**src/rtl/led_frame_feeder_if.sv**
```systemverilog
// Host write port plus LED-driver pixel handshake for led_frame_feeder.
// The feeder takes the slave side; the host/driver side is the master.
interface led_frame_feeder_if #(
    parameter int NUM_LEDS    = 20,
    parameter int COLOR_WIDTH = 8
);
    localparam int CounterWidth = $clog2(NUM_LEDS);

    logic                    wr_en;
    logic [CounterWidth-1:0] wr_addr;
    logic [COLOR_WIDTH-1:0]  wr_green;
    logic [COLOR_WIDTH-1:0]  wr_red;
    logic [COLOR_WIDTH-1:0]  wr_blue;
    logic                    frame_start;
    logic [CounterWidth-1:0] led_req_in;

    logic [COLOR_WIDTH-1:0]  green_out;
    logic [COLOR_WIDTH-1:0]  red_out;
    logic [COLOR_WIDTH-1:0]  blue_out;
    logic                    color_valid_out;
    logic                    busy_out;
    logic                    frame_done_out;
    logic                    timeout_err_out;
    logic                    frame_dropped_out;

    modport master (
        output wr_en, wr_addr, wr_green, wr_red, wr_blue, frame_start, led_req_in,
        input  green_out, red_out, blue_out, color_valid_out, busy_out,
               frame_done_out, timeout_err_out, frame_dropped_out
    );

    modport slave (
        input  wr_en, wr_addr, wr_green, wr_red, wr_blue, frame_start, led_req_in,
        output green_out, red_out, blue_out, color_valid_out, busy_out,
               frame_done_out, timeout_err_out, frame_dropped_out
    );
endinterface

```
**src/rtl/led_frame_feeder.sv**
```systemverilog
// Double-buffered pixel store that streams one frame to an LED driver, advancing
// a pixel each time the driver's pixel counter moves on.
//
// state    | meaning
// IDLE     | no frame in flight; frame_start swaps banks and starts a frame
// FETCH    | registered read of front[pix_idx]
// ISSUE    | present pixel, pulse color_valid_out, snapshot driver counter
// WAIT_ACK | wait for the driver counter to change, or time out
module led_frame_feeder #(
    parameter int NUM_LEDS    = 20,
    parameter int COLOR_WIDTH = 8,
    parameter int ACK_TIMEOUT = 4096
) (
    input  logic              clk_in,
    input  logic              rst_in,
    led_frame_feeder_if.slave bus
);
    localparam int CounterWidth = $clog2(NUM_LEDS);
    localparam int PixelWidth   = 3 * COLOR_WIDTH;
    localparam int TimerWidth   = (ACK_TIMEOUT > 1) ? $clog2(ACK_TIMEOUT) : 1;
    localparam logic [CounterWidth:0]   LedCount  = (CounterWidth + 1)'(NUM_LEDS);
    localparam logic [CounterWidth-1:0] LastIdx   = CounterWidth'(NUM_LEDS - 1);
    localparam logic [TimerWidth-1:0]   TimerLast = TimerWidth'(ACK_TIMEOUT - 1);

    typedef enum logic [1:0] {IDLE, FETCH, ISSUE, WAIT_ACK} state_t;

    state_t                  state;
    logic                    bank_sel;
    logic [CounterWidth-1:0] pix_idx;
    logic [CounterWidth-1:0] ack_ref;
    logic [TimerWidth-1:0]   timer;
    logic [PixelWidth-1:0]   rd_data;
    logic [PixelWidth-1:0]   pix_mem [2][NUM_LEDS];
    logic                    wr_ok;

    assign wr_ok = bus.wr_en && ({1'b0, bus.wr_addr} < LedCount);

    // Pixel storage is deliberately left out of reset; the host repaints it before use.
    always_ff @(posedge clk_in) begin
        if (wr_ok) begin
            pix_mem[~bank_sel][bus.wr_addr] <= {bus.wr_green, bus.wr_red, bus.wr_blue};
        end
        if (state == FETCH) begin
            rd_data <= pix_mem[bank_sel][pix_idx];
        end
    end

    always_ff @(posedge clk_in or negedge rst_in) begin
        if (!rst_in) begin
            state                 <= IDLE;
            bank_sel              <= 1'b0;
            pix_idx               <= '0;
            ack_ref               <= '0;
            timer                 <= '0;
            bus.green_out         <= '0;
            bus.red_out           <= '0;
            bus.blue_out          <= '0;
            bus.color_valid_out   <= 1'b0;
            bus.busy_out          <= 1'b0;
            bus.frame_done_out    <= 1'b0;
            bus.timeout_err_out   <= 1'b0;
            bus.frame_dropped_out <= 1'b0;
        end else begin
            bus.color_valid_out   <= 1'b0;
            bus.frame_done_out    <= 1'b0;
            bus.timeout_err_out   <= 1'b0;
            bus.frame_dropped_out <= bus.frame_start && (state != IDLE);

            case (state)
                IDLE: begin
                    if (bus.frame_start) begin
                        bank_sel     <= ~bank_sel;
                        pix_idx      <= '0;
                        state        <= FETCH;
                        bus.busy_out <= 1'b1;
                    end
                end
                FETCH: begin
                    state <= ISSUE;
                end
                ISSUE: begin
                    {bus.green_out, bus.red_out, bus.blue_out} <= rd_data;
                    bus.color_valid_out <= 1'b1;
                    ack_ref             <= bus.led_req_in;
                    timer               <= '0;
                    state               <= WAIT_ACK;
                end
                WAIT_ACK: begin
                    // Any change of the driver counter, wrap included, acknowledges the
                    // pixel; it also wins over a timeout landing on the same cycle.
                    if (bus.led_req_in != ack_ref) begin
                        if (pix_idx == LastIdx) begin
                            bus.frame_done_out <= 1'b1;
                            bus.busy_out       <= 1'b0;
                            state              <= IDLE;
                        end else begin
                            pix_idx <= pix_idx + 1'b1;
                            state   <= FETCH;
                        end
                    end else if (timer == TimerLast) begin
                        bus.timeout_err_out <= 1'b1;
                        bus.busy_out        <= 1'b0;
                        state               <= IDLE;
                    end else begin
                        timer <= timer + 1'b1;
                    end
                end
                default: begin
                    bus.busy_out <= 1'b0;
                    state        <= IDLE;
                end
            endcase
        end
    end
endmodule

```
**src/flat_wrapper.sv**
```systemverilog
// flat-port wrapper written by rule: the top's interface ports become plain ports
module led_frame_feeder_flat 
#(
    parameter int NUM_LEDS    = 20,
    parameter int COLOR_WIDTH = 8,
    parameter int ACK_TIMEOUT = 4096
)
  (clk_in, rst_in, bus_wr_en, bus_wr_addr, bus_wr_green, bus_wr_red, bus_wr_blue, bus_frame_start, bus_led_req_in, bus_green_out, bus_red_out, bus_blue_out, bus_color_valid_out, bus_busy_out, bus_frame_done_out, bus_timeout_err_out, bus_frame_dropped_out);
  led_frame_feeder_if #(.NUM_LEDS(NUM_LEDS), .COLOR_WIDTH(COLOR_WIDTH)) bus_i ();
  input  logic clk_in;
  input  logic rst_in;
  input wire logic [$bits(bus_i.wr_en)-1:0] bus_wr_en;
  input wire logic [$bits(bus_i.wr_addr)-1:0] bus_wr_addr;
  input wire logic [$bits(bus_i.wr_green)-1:0] bus_wr_green;
  input wire logic [$bits(bus_i.wr_red)-1:0] bus_wr_red;
  input wire logic [$bits(bus_i.wr_blue)-1:0] bus_wr_blue;
  input wire logic [$bits(bus_i.frame_start)-1:0] bus_frame_start;
  input wire logic [$bits(bus_i.led_req_in)-1:0] bus_led_req_in;
  output wire logic [$bits(bus_i.green_out)-1:0] bus_green_out;
  output wire logic [$bits(bus_i.red_out)-1:0] bus_red_out;
  output wire logic [$bits(bus_i.blue_out)-1:0] bus_blue_out;
  output wire logic [$bits(bus_i.color_valid_out)-1:0] bus_color_valid_out;
  output wire logic [$bits(bus_i.busy_out)-1:0] bus_busy_out;
  output wire logic [$bits(bus_i.frame_done_out)-1:0] bus_frame_done_out;
  output wire logic [$bits(bus_i.timeout_err_out)-1:0] bus_timeout_err_out;
  output wire logic [$bits(bus_i.frame_dropped_out)-1:0] bus_frame_dropped_out;
  assign bus_i.wr_en = bus_wr_en;
  assign bus_i.wr_addr = bus_wr_addr;
  assign bus_i.wr_green = bus_wr_green;
  assign bus_i.wr_red = bus_wr_red;
  assign bus_i.wr_blue = bus_wr_blue;
  assign bus_i.frame_start = bus_frame_start;
  assign bus_i.led_req_in = bus_led_req_in;
  assign bus_green_out = bus_i.green_out;
  assign bus_red_out = bus_i.red_out;
  assign bus_blue_out = bus_i.blue_out;
  assign bus_color_valid_out = bus_i.color_valid_out;
  assign bus_busy_out = bus_i.busy_out;
  assign bus_frame_done_out = bus_i.frame_done_out;
  assign bus_timeout_err_out = bus_i.timeout_err_out;
  assign bus_frame_dropped_out = bus_i.frame_dropped_out;
  led_frame_feeder #(.NUM_LEDS(NUM_LEDS), .COLOR_WIDTH(COLOR_WIDTH), .ACK_TIMEOUT(ACK_TIMEOUT)) u_core (.clk_in(clk_in), .rst_in(rst_in), .bus(bus_i));
endmodule
```
**config.mk**
```make
export PLATFORM = sky130hd
export DESIGN_NAME = led_frame_feeder_flat
export DESIGN_NICKNAME = d
export VERILOG_FILES = /design/src/rtl/led_frame_feeder_if.sv /design/src/rtl/led_frame_feeder.sv /design/src/flat_wrapper.sv
export SDC_FILE = /design/constraint.sdc
export NUM_CORES = 1
export LEC_CHECK = 0
export BUFFER_PORTS_ARGS = -buffer_cell sky130_fd_sc_hd__buf_2
export CAP_MARGIN = 20
export CORE_AREA = 4 4 273 275
export CTS_CLUSTER_DIAMETER = 50
export CTS_CLUSTER_SIZE = 30
export DETAILED_ROUTE_END_ITERATION = 10
export DIE_AREA = 0 0 277 279
export GPL_ROUTABILITY_DRIVEN = 0
export HOLD_SLACK_MARGIN = 0.02
export PLACE_DENSITY_LB_ADDON = 0.05
export SLEW_MARGIN = 25
export SYNTH_ARGS = -nofsm -noshare
export SYNTH_HDL_FRONTEND = slang
export SYNTH_SLANG_ARGS = --single-unit
```
**constraint.sdc**
```tcl
create_clock -name clk_in -period 2.9 [get_ports clk_in]
set_input_delay 0.145 -clock clk_in [delete_from_list [all_inputs] [get_ports clk_in]]
set_output_delay 0.145 -clock clk_in [all_outputs]
set_load 0.03 [all_outputs]
```
# Word level (Yosys, flattened, before mapping)
# Memories as Yosys holds them, arrays and structs flattened.
# Index checks and enable logic that the tools add are counted.
[totals]
out_inout_bits = 29
mem_count = 1
inputBits = 38
register_bits = 78
ramBits = 960
[op_classes]
n_bitwise = 3
mux = 31
reduce_logical = 12
order_cmp = 4
n_addsub = 2
eq_ne = 13
[memory_table]
columns = ["name", "words", "word_bits", "read_ports", "rd_ports_with_merged_regs", "wr", "line", "rtl"]
rows = [
  ["u_core.pix_mem", 2, 480, 1, 0, 1, "led_frame_feeder.sv:33", "logic [PixelWidth-1:0] pix_mem [2][NUM_LEDS];"],
]
[ops]
columns = ["op", "count"]
rows = [
  ["480-bit two-way mux", 1],
  ["24-bit binary-select mux with 5-bit select", 1],
  ["24-bit demux with 5-bit select", 1],
  ["24-bit two-way mux", 3],
  ["12-bit two-way mux", 2],
  ["12-bit case mux with 2 select lines", 1],
  ["5-bit two-way mux", 3],
  ["1-bit two-way mux", 13],
  ["12-bit by 1-bit adder with 12-bit output (second input constant)", 1],
  ["12-bit == test (second input constant)", 1],
  ["6-bit >= comparator (second input constant)", 2],
  ["5-bit NOT with 6-bit output", 2],
  ["5-bit case mux with 2 select lines", 1],
  ["2-bit != test (second input constant)", 4],
  ["2-bit case mux with 4 select lines", 1],
  ["4-bit AND reduction", 2],
  ["6-bit by 1-bit less-than comparator with 1-bit output (second input constant)", 1],
  ["2-bit two-way mux", 3],
  ["2-bit nonzero test", 3],
  ["5-bit by 1-bit adder with 5-bit output (second input constant)", 1],
  ["5-bit == test (second input constant)", 1],
  ["5-bit less-than comparator (second input constant)", 1],
  ["5-bit != test", 1],
  ["2-bit == test (second input constant)", 2],
  ["other kinds (10)", 13],
]

# Depth between registers and ports, before layout
# Gate-level depths: netlist (run 1).
[depth]
ltp_word = 6
ltp_mapped = 10

# Least setup slack after synthesis (run 1)
# OpenSTA, ideal clock, no wires.
[synth_path]
kind = "reg2reg"
from = "register u_core.bank_sel"
to = "memory u_core.pix_mem[1][24] in the netlist's numbering, enable pin"
t_arrival_ns = 2.654
setup_slack_ns = -0.159
setup_time_ns = 0.405
path_stages_with_launch = 8
required_time_ns = 2.495
synth_period_minus_slack_ns = 3.059
path_cell_list = "dfrtp_1 clkbuf_1 buf_2 buf_4 buf_4 buf_2 or3_1 nor2_1"
[synth_via]
elab_chain_cells = 1
[synth_lines]
columns = ["item", "line", "rtl"]
rows = [
  ["from (decl)", "led_frame_feeder.sv:28", "logic bank_sel;"],
  ["from (signal assigned)", "led_frame_feeder.sv:72", "bank_sel <= ~bank_sel;"],
  ["1-bit NOT", "led_frame_feeder.sv:41", "pix_mem[~bank_sel][bus.wr_addr] <= {bus.wr_green, bus.wr_red, bus.wr_blue};"],
  ["to (decl)", "led_frame_feeder.sv:33", ""],
]
# No other way between the ends.

# Worst setup path in the final report (run 1)
[layout_path]
from = "register u_core.bank_sel"
to = "register u_core.rd_data[17] (data pin)"
[layout_via]
elab_chain_cells = 4
[layout_lines]
columns = ["item", "line", "rtl"]
rows = [
  ["memory 2 x 480 bit", "n/a", ""],
  ["24-bit binary-select mux with 5-bit select", "led_frame_feeder.sv:44", "rd_data <= pix_mem[bank_sel][pix_idx];"],
  ["24-bit two-way mux (not written as such) (2 in series)", "led_frame_feeder.sv:44", ""],
  ["to (signal assigned)", "led_frame_feeder.sv:44", ""],
  ["to (decl)", "led_frame_feeder.sv:32", "logic [PixelWidth-1:0] rd_data;"],
]
# No other way between the ends. The select of a mux whose other input is x is not followed.
# A chain may end at the register's enable or synchronous reset.

==> flow_summary.ini, run 1 <==
[run_status]
status = completed

[floorplan]
num_rows = 99
dieArea_um2 = 77300
initial_utilization_pct = 55.3
core_um2 = 72300
die_w_um = 277
die_h_um = 279
ios = 67

[power_and_ir_drop]
power.density_nw_per_um2 = 879
power.leakage_nw = 14.9
peakVddDrop_uv = 495

[final_layout]
final_cell_mix = 984 x edfxtp_1, 188 x mux4_2, 158 x mux2i_1
instances_no_fill = 3154
layout_commonest_cell = edfxtp_1
fillCellCount = 4938
drive_above_1_share_pct = 29.3
fin_area_um2 = 45900
area_growth_pct = 14.8
fin_nets = 2153

[grt]
antenna_found_initial = 2
overflow = 0
grt_pass1_wl_mm = 139
grt_usage_pct = 24.6
grt_max_degree = 43
grt_pass1_vias = 20100

[min_path]
hold-path-cell-count = 1
min_to = u_core.pix_mem[0][310]
hp-start = bus_wr_green[6]
hold_class = in -> reg

[clock_tree]
clk_path_buf_depth = 3
cts_setup_buffers = 0
cts_buffers = 96
clock-sinks = 1038
post_cts_resize_count = 0
clock_latency_ns = 0.66
htree_levels = 3
clock-root-buffer = clkbuf_16
cts_tree = yes
clkSlewWorstSetupHoldPaths_ns = 0.07
postCtsHoldBufs = 7

[critical_path]
r2r_end = u_core.rd_data[17]
path_max_fanout = 42
worst-setup-path-type = reg -> reg
crit_buf_inv = 2
start_kind = flop
cpPeakStageDelay_ns = 0.51
rr_startpoint = u_core.bank_sel
worstPathCellList = buf_12, buf_4, mux4_2, mux2i_1, o22a_1, o21ai_1
crit_family = multiplexers
endpoint_kind = flop
cp.arrival_ns = 3.12
slowest_stage = mux4_2
cp_data_required_time_ns = 3.28
reg2reg_slack_ns = 0.16
rr_worst_depth = 6

[timing]
max_slew_margin_pct = 38.9
fmax_mhz = 365
drv_slew = 0
min_period_ns = 2.74
tightestPinTransition_ns = 0.916
hold_violations = 0
period_share_pct = 94.5
finalSetupViolCount = 0
finClkSkew_ns = 0.0351
rsz0062_at_grt = false

[drt]
via_count = 20000
drt_iter0_drc = 2171
drc = 0
postRouteWirelength_mm = 94.7
first_pass_iters = 5
vias_per_cell = 6.33
routedWlPerCell_um = 30.0
detail-route-antenna-nets = 0

[synthesis]
synth_edf_count = 984
synth_async_sr_flop_share_pct = 5.20
synthesis.nets = 1961
synth_seq_cells = 1038
yosysUniqueCellTypes = 54
avgSynthCellArea_um2 = 20.9
synthCells = 1917
yosys_warnings = 0
synthesis.area_um2 = 40000
ys_seq_area_share_pct = 77.2
synth_flop_cell = edfxtp_1

[place]
dp_hpwl_mm = 55.2
dp.cells = 2963
portBuffers = 66
placed_area_um2 = 42400

[job]
drv_cap = 0
cell families after synthesis:
group           Yosys count  synth area share (%)
flops                  1038                  77.2
mux                     381                  15.5
compound gates          207                  3.61
simple gates            170                  2.08
buf+inv                 109                  1.23
xor+xnor                  6                 0.131
fa+ha+maj                 6                 0.188
worst reg2reg max path, cell delays in order, from the launching register on:
cell and delay [ns]:
dfrtp_4 0.48, buf_12 0.33, buf_4 0.32, mux4_2 0.51, mux2i_1 0.47, o22a_1 0.28, o21ai_1 0.09
state kept, by name (all words and copies together) (netlist names):
| name | cells |
|---|---|
| u_core.bus.timeout_err_out | 1 |
| u_core.ack_ref | 5 |
| u_core.bank_sel | 1 |
| u_core.pix_mem | 960 |
| u_core.pix_idx | 5 |
| u_core.state | 2 |
| u_core.bus.color_valid_out | 1 |
| u_core.bus.frame_done_out | 1 |
| u_core.bus.green_out | 8 |
| u_core.bus.busy_out | 1 |
| u_core.rd_data | 24 |
| u_core.bus.frame_dropped_out | 1 |
| u_core.bus.blue_out | 8 |
| u_core.bus.red_out | 8 |
| u_core.timer | 12 |
area by class of cell:
class	count	area [um^2]	share of cell area [%]
inverter	7	26.3	0.0572
multi-input combinational	770	8720	19.0
clock buffer	101	2440	5.32
sequential	1038	30900	67.3
tap	959	1200	2.61
clock inverter	81	992	2.16
antenna	2	5.00	0.0109
timing repair buffer	196	1620	3.54
routing by layer:
| layer | GRT usage (%) | share of wire, % | vias to the layer above | wire [um] |
|---|---|---|---|---|
| met1 | 37.9 | 44 | 10700 | 41200 |
| met3 | 3.86 | 7.5 | 117 | 7130 |
| met4 | 5.32 | 1.7 | 2 | 1570 |
| met2 | 38.3 | 47 | 708 | 44700 |
| met5 | 0 | 0.014 | - | 13 |
| li1 | - | - | 8394 | - |
worst max-delay path by stage:
stage                         start                     to  slack (ns)  depth (start not counted)
floorplan           u_core.bank_sel  u_core.pix_mem[1][24]       -0.16                          7
global placement    u_core.bank_sel     u_core.rd_data[20]        0.19                          6
detailed placement  u_core.bank_sel     u_core.rd_data[20]        0.19                          6
CTS                 u_core.bank_sel     u_core.rd_data[17]        0.17                          6
global route        u_core.bank_sel     u_core.rd_data[17]        0.08                          6
finish              u_core.bank_sel     u_core.rd_data[17]        0.16                          6
power breakdown:
part	internal [mW]	total [mW]	switching, mW
registers	17.1	17.5	0.439
clock network	7.16	13.3	6.18
logic	4.35	9.56	5.21
metrics by stage:
step | hold WS [ns] | utilization, % | TNS, ns | power [mW] | setup slack (ns)
after floorplan | -0.151 | - | -20.97 | 24.2 | -0.159
after global placement | 0.305 | 58.6 | 0 | 27.4 | 0.194
after detailed placement | 0.324 | 58.6 | 0 | 27.5 | 0.192
after CTS | 0.0216 | 63.5 | 0 | 40.7 | 0.173
after global routing | 0.0616 | 63.5 | 0 | 42.0 | 0.0764
final | 0.0636 | 63.5 | 0 | 40.4 | 0.158
cells in the mapped netlist (2+ instances only):
cell type  number  area [um^2]
and2_1          2         12.5
o22ai_1        17          106
nand3b_1        4         30.0
ha_1            6         75.1
o21ai_0         7         35.0
nand3_1        20          100
a21oi_1        48          240
nor2b_1         7         43.8
or3b_2          2         17.5
clkbuf_1       51          191
edfxtp_1      984        29500
o211ai_1        2         15.0
inv_1           7         26.3
o221a_2         7         78.8
nor3_1          3         15.0
o2bb2ai_1      12          105
mux2i_1       158         1580
buf_2          27          135
nand2b_1        5         31.3
nand4_1         2         12.5
or3_1           5         31.3
or3b_1          4         35.0
and3_1          3         18.8
o31ai_1         8         60.1
a211oi_1       12         90.1
o211a_1         2         20.0
o22a_1         12          105
a22oi_1        45          338
dfrtp_1        54         1350
or2_2           2         12.5
xor2_1          2         17.5
or4_1           7         52.6
xnor2_1         4         35.0
buf_4          13         97.6
nand2_1        47          176
nor2_1         51          191
and4_1          2         17.5
buf_1          11         41.3
o21ai_1        15         75.1
mux4_2        188         4230
mux2_2         35          394
o221ai_1       12          105
Note: power is estimated with default switching activity, not from simulation.
==> run 2: changes to the inputs <==
--- a/config.mk
+++ b/config.mk
@@ -7,11 +7,11 @@
 export LEC_CHECK = 0
 export BUFFER_PORTS_ARGS = -buffer_cell sky130_fd_sc_hd__buf_2
 export CAP_MARGIN = 20
-export CORE_AREA = 4 4 273 275
+export CORE_AREA = 4 4 264 266
 export CTS_CLUSTER_DIAMETER = 50
 export CTS_CLUSTER_SIZE = 30
 export DETAILED_ROUTE_END_ITERATION = 10
-export DIE_AREA = 0 0 277 279
+export DIE_AREA = 0 0 268 270
 export GPL_ROUTABILITY_DRIVEN = 0
 export HOLD_SLACK_MARGIN = 0.02
 export PLACE_DENSITY_LB_ADDON = 0.05
==> constraint.sdc (replaced) <==
create_clock -name clk_in -period 2.85 [get_ports clk_in]
set_input_delay 0.1425 -clock clk_in [delete_from_list [all_inputs] [get_ports clk_in]]
set_output_delay 0.1425 -clock clk_in [all_outputs]
set_load 0.03 [all_outputs]
==> run 2 against run 1 <==
  * Sequential share of layout area grew 0.28 points
  * Final cell count shrank 2.8%
  * Die area shrank 6.4%
  * Total power shrank 0.30%
  * Hold slack gained 0.015 ns
  * Global-route usage grew 1.0 points
  * Utilization grew 4.7 points
  * First-iteration DRC count grew 5.8%
  * Cell area shrank 0.41%
  * Combinational power grew 3.7%
  * Clock power shrank 6%
  * Non-clock buffer count grew 11
  * Highest routed layer is now met4
==> flow_summary.ini, run 2 (synthesis gave the netlist of run 1 again) <==
[drt]
detail-route-antenna-nets = 0
drt_iter0_drc = 2296
first_pass_iters = 6
postRouteWirelength_mm = 91.5
vias_per_cell = 6.44
drc = 0
via_count = 19700
routedWlPerCell_um = 29.8

[grt]
grt_pass1_wl_mm = 134
grt.busiest_layer = met1
grt_usage_pct = 25.6
grt_pass1_vias = 20000
use_met3_pct = 6.09
grt_max_degree = 41
antenna_found_initial = 4
overflow = 0
grt_util_met1_pct = 39.5
met2_usage_pct = 38.8

[job]
drv_cap = 0

[timing]
holdWs_ns = 0.0784
finClkSkew_ns = 0.0207
rsz0062_at_grt = false
period_share_pct = 94.2
tightestPinTransition_ns = 0.845
drv_slew = 0
min_period_ns = 2.69
fmax_mhz = 372
finalWorstSetupSlack_ns = 0.165
finalSetupViolCount = 0
hold_violations = 0
max_slew_margin_pct = 43.7
tns_ns = 0

[final_layout]
multiInputGateArea_um2 = 8720
register_area_um2 = 30900
reg.largest.list = u_core.pix_mem: 960 flops, u_core.rd_data: 24 flops, u_core.timer: 12 flops
fin_nets = 2160
final_cell_mix = 984 x edfxtp_1, 188 x mux4_2, 158 x mux2i_1
layout_commonest_cell = edfxtp_1
fillCellCount = 4272
instances_no_fill = 3067
n_antenna_cell = 0
utilization_pct = 68.2
largest_reg_flops = 960
drive_above_1_share_pct = 29.3
fin_area_um2 = 45700
largest-register = u_core.pix_mem
area_growth_pct = 14.3

[place]
portBuffers = 66
dp_hpwl_mm = 56.1
dp.cells = 2887
dpl_worst_slack_ns = 0.212
placed_area_um2 = 42600

[power_and_ir_drop]
power.density_nw_per_um2 = 880
peakVddDrop_uv = 584
combPwrFrac_pct = 24.6
power_frac_clock_pct = 31.1
power.leakage_nw = 14.8
intPower_mw = 28.4
power_frac_seq_pct = 44.3
total_power_mw = 40.3
p_sw_share_pct = 29.5
p_sw_mw = 11.9

[floorplan]
num_rows = 95
dieArea_um2 = 72400
die_w_um = 268
initial_utilization_pct = 59.7
core_um2 = 67000
die_h_um = 270
ios = 67

[critical_path]
worst-setup-path-type = reg -> reg
endpoint_kind = flop
path_max_fanout = 25
start_kind = flop
cp_data_required_time_ns = 3.23
cp.arrival_ns = 3.07

[clock_tree]
cts_buffers = 92
clkSlewWorstSetupHoldPaths_ns = 0.07
clock-sinks = 1038
clk_path_buf_depth = 3
cts_tree = yes
cts_setup_buffers = 0
htree_levels = 3
clock_latency_ns = 0.66
clock-root-buffer = clkbuf_16

[run_status]
status = completed

[min_path]
hold_class = in -> reg
[run 2: changes by cell type in the layout (fill, tap and decap cells not counted), sizes merged]
cell	previous run	this run
buf	189	200
bufinv	7	2
clkbuf	101	97
clkinvlp	10	6
diode	2	0
inv	45	47
clkinv	26	27
[run 2: final cells by class]
type / instances / share of cell area [%]
clock buffer: 97 / 5.08
clock inverter: 75 / 1.71
inverter: 7 / 0.0575
multi-input combinational: 770 / 19.1
sequential: 1038 / 67.6
tap: 873 / 2.39
timing repair buffer: 207 / 4.11
[run 2: critical path, cell delays in order, from the launching register on]
cell and delay, ns:
dfrtp_4 0.72, buf_12 0.23, buf_12 0.21, mux2i_1 0.25, o221ai_1 0.14, a21oi_1 0.44
a21oi_1 0.22, o2bb2ai_1 0.17
[run 2: metal layers]
layer | part of all wire [%] | vias to the layer above
met5 | 0 | -
met4 | 1.3 | 0
met3 | 8.5 | 87
met2 | 48 | 773
met1 | 43 | 10500
li1 | - | 8406
[run 2: path summary, 6_finish.rpt]
check	endpoint	from	slack, ns	depth (start not counted)
max	u_core.rd_data[14]	u_core.pix_idx[0]	0.16	7
min reg2reg	u_core.bus.blue_out[5]	u_core.rd_data[5]	0.49	1
min in group asynchronous	u_core.bus.red_out[0]	rst_in	0.19	3
min	u_core.pix_mem[1][465]	bus_wr_red[1]	0.08	1
max reg2reg	u_core.rd_data[14]	u_core.pix_idx[0]	0.16	7
max in group asynchronous	u_core.pix_idx[0]	rst_in	2.25	3
[run 2: repair_timing]
action,in CTS,in global routing
resized for setup,0,0
hold buffers,8,0
endpoints found under the hold margin,29,0
[run 2: power by group through the flow]
stage                     Clock, mW  Sequential [mW]  Combinational (mW)
final                          12.5             17.8                9.91
after global routing           13.4             17.9                10.6
after CTS                      12.8             17.8                10.0
after detailed placement          0             18.2                9.97
after global placement            0             18.1                9.86
after floorplan                   0             18.2                6.39
==> run 3: changes to the inputs <==
--- a/config.mk
+++ b/config.mk
@@ -7,14 +7,14 @@
 export LEC_CHECK = 0
 export BUFFER_PORTS_ARGS = -buffer_cell sky130_fd_sc_hd__buf_2
 export CAP_MARGIN = 20
-export CORE_AREA = 4 4 264 266
+export CORE_AREA = 4 4 288 290
 export CTS_CLUSTER_DIAMETER = 50
 export CTS_CLUSTER_SIZE = 30
 export DETAILED_ROUTE_END_ITERATION = 10
-export DIE_AREA = 0 0 268 270
+export DIE_AREA = 0 0 292 294
 export GPL_ROUTABILITY_DRIVEN = 0
 export HOLD_SLACK_MARGIN = 0.02
-export PLACE_DENSITY_LB_ADDON = 0.05
+export PLACE_DENSITY = 0.65
 export SLEW_MARGIN = 25
 export SYNTH_ARGS = -nofsm -noshare
 export SYNTH_HDL_FRONTEND = slang
==> run 3 against run 2 <==
  * Die area up 19%
  * Largest power group unchanged
  * Flip-flop and latch count unchanged
  * Critical path depth fell by 1
  * Highest routed layer is now met5
  * Count of clock-buffer cells in the layout fell by 3
==> flow_summary.ini, run 3 (synthesis gave the netlist of run 1 again) <==
[run_status]
status = completed

[final_layout]
utilization_pct = 57.4
largest-register = u_core.pix_mem
final_cell_mix = 984 x edfxtp_1, 188 x mux4_2, 158 x mux2i_1
largest_reg_flops = 960
fin_nets = 2156
reg.largest.list = u_core.pix_mem: 960 flops, u_core.rd_data: 24 flops, u_core.timer: 12 flops
drive_above_1_share_pct = 29.3
layout_commonest_cell = edfxtp_1
area_growth_pct = 15.2

[min_path]
hold_class = in -> async

[clock_tree]
post_cts_resize_count = 0
htree_levels = 3
clock_latency_ns = 0.66
clkSlewWorstSetupHoldPaths_ns = 0.08
cts_buffers = 91
clk_path_buf_depth = 3
cts_tree = yes
clock-sinks = 1038
clock-root-buffer = clkbuf_16
cts_setup_buffers = 0

[drt]
drc = 0
detail-route-antenna-nets = 0
first_pass_iters = 6
drt_iter0_drc = 2236
postRouteWirelength_mm = 93.3
routedWlPerCell_um = 28.7
via_count = 19900
vias_per_cell = 6.12

[critical_path]
worst-setup-path-type = reg -> reg
critPathMostFrequentCell = buf_12
crit_buf_inv = 2
rr_worst_depth = 6
worstPathCellList = buf_12, buf_12, mux4_2, mux2i_1, o22a_1, o21ai_1
endpoint_kind = flop
start_kind = flop
crit_family = multiplexers
path_max_fanout = 25
cp_data_required_time_ns = 3.26
cp.arrival_ns = 3.03
reg2reg_slack_ns = 0.23
r2r_end = u_core.rd_data[1]
cpPeakStageDelay_ns = 0.62
rr_startpoint = u_core.bank_sel
slowest_stage = dfrtp_4

[floorplan]
die_h_um = 294
initial_utilization_pct = 49.8
core_um2 = 80300
dieArea_um2 = 85800
die_w_um = 292
num_rows = 104
ios = 67

[grt]
grt_pass1_wl_mm = 137
overflow = 0
grt_max_degree = 60
antenna_found_initial = 3
grt_usage_pct = 21.8
grt_pass1_vias = 20300

[timing]
finalSetupViolCount = 0
hold_violations = 0
min_period_ns = 2.62
max_slew_margin_pct = 31.9
fmax_mhz = 381
tightestPinTransition_ns = 1.02
period_share_pct = 92.0
finClkSkew_ns = 0.0293
drv_slew = 0
rsz0062_at_grt = false
finalWorstSetupSlack_ns = 0.229

[job]
drv_cap = 0

[power_and_ir_drop]
total_power_mw = 40.4
power.leakage_nw = 14.8
power.density_nw_per_um2 = 877
peakVddDrop_uv = 602

[place]
dpl_worst_slack_ns = 0.207
portBuffers = 66
dp_hpwl_mm = 55.5
-- run 3: cell count changes in the layout (fill, tap and decap cells not counted), sizes merged --
cell / previous run / this run
clkinvlp: 6 / 10
inv: 47 / 43
buf: 200 / 197
clkbuf: 97 / 94
bufinv: 2 / 4
diode: 0 / 2
clkinv: 27 / 28
-- run 3: layer usage --
layer  share of wire, %  global-route usage (%)  up-vias
li1                   -                       -     8397
met1                 42                    32.0    10600
met2                 48                    34.8      744
met3                6.9                    3.32      133
met4                2.3                    5.81        4
met5              0.023                       0        -
-- run 3: report_power, final --
part	leakage, nW	switching [mW]	internal (mW)
clock	1.53	6.14	6.65
sequential	9.53	0.473	17.4
combinational	3.79	5.28	4.55
-- run 3: how the worst max path moves through the flow --
| stage | start | endpoint | cells past startpoint |
|---|---|---|---|
| 2_1_floorplan | u_core.bank_sel | u_core.pix_mem[1][24] | 7 |
| 3_3_place_gp | u_core.bank_sel | u_core.rd_data[18] | 6 |
| 3_5_place_dp | u_core.bank_sel | u_core.rd_data[18] | 6 |
| 4_1_cts | u_core.bank_sel | u_core.rd_data[18] | 6 |
| 5_1_grt | u_core.bank_sel | u_core.rd_data[21] | 7 |
| 6_report | u_core.bank_sel | u_core.rd_data[1] | 6 |
-- run 3: worst register-to-register path, stage by stage, from the launching register on --
cell	delay (ns)
dfrtp_4	0.62
buf_12	0.29
buf_12	0.26
mux4_2	0.55
mux2i_1	0.32
o22a_1	0.25
o21ai_1	0.08
-- run 3: layout make-up --
class | instances | area [um^2]
diodes | 2 | 5.00
clock buffers | 94 | 2300
clock inverters | 78 | 892
fillers | 5785 | 34200
inverters | 7 | 26.3
multi-input cells | 770 | 8720
flip-flops and latches | 1038 | 30900
well taps | 1060 | 1330
repair buffers | 204 | 1920
-- run 3: what timing repair did --
action                                 4_1_cts  5_1_grt
setup endpoints to repair                    0        0
endpoints found under the hold margin       66        0
hold buffers                                 7        0
-- run 3: through the flow --
step	std cells	TNS [ns]	area [um^2]	hold WS [ns]
5_1_grt	3252	0	46100	0.0765
2_1_floorplan	1917	-45.08	40100	-0.153
3_5_place_dp	3072	0	42800	0.195
6_report	3253	0	46100	0.0242
3_3_place_gp	3072	0	42800	0.397
4_1_cts	3251	0	46100	0.0281
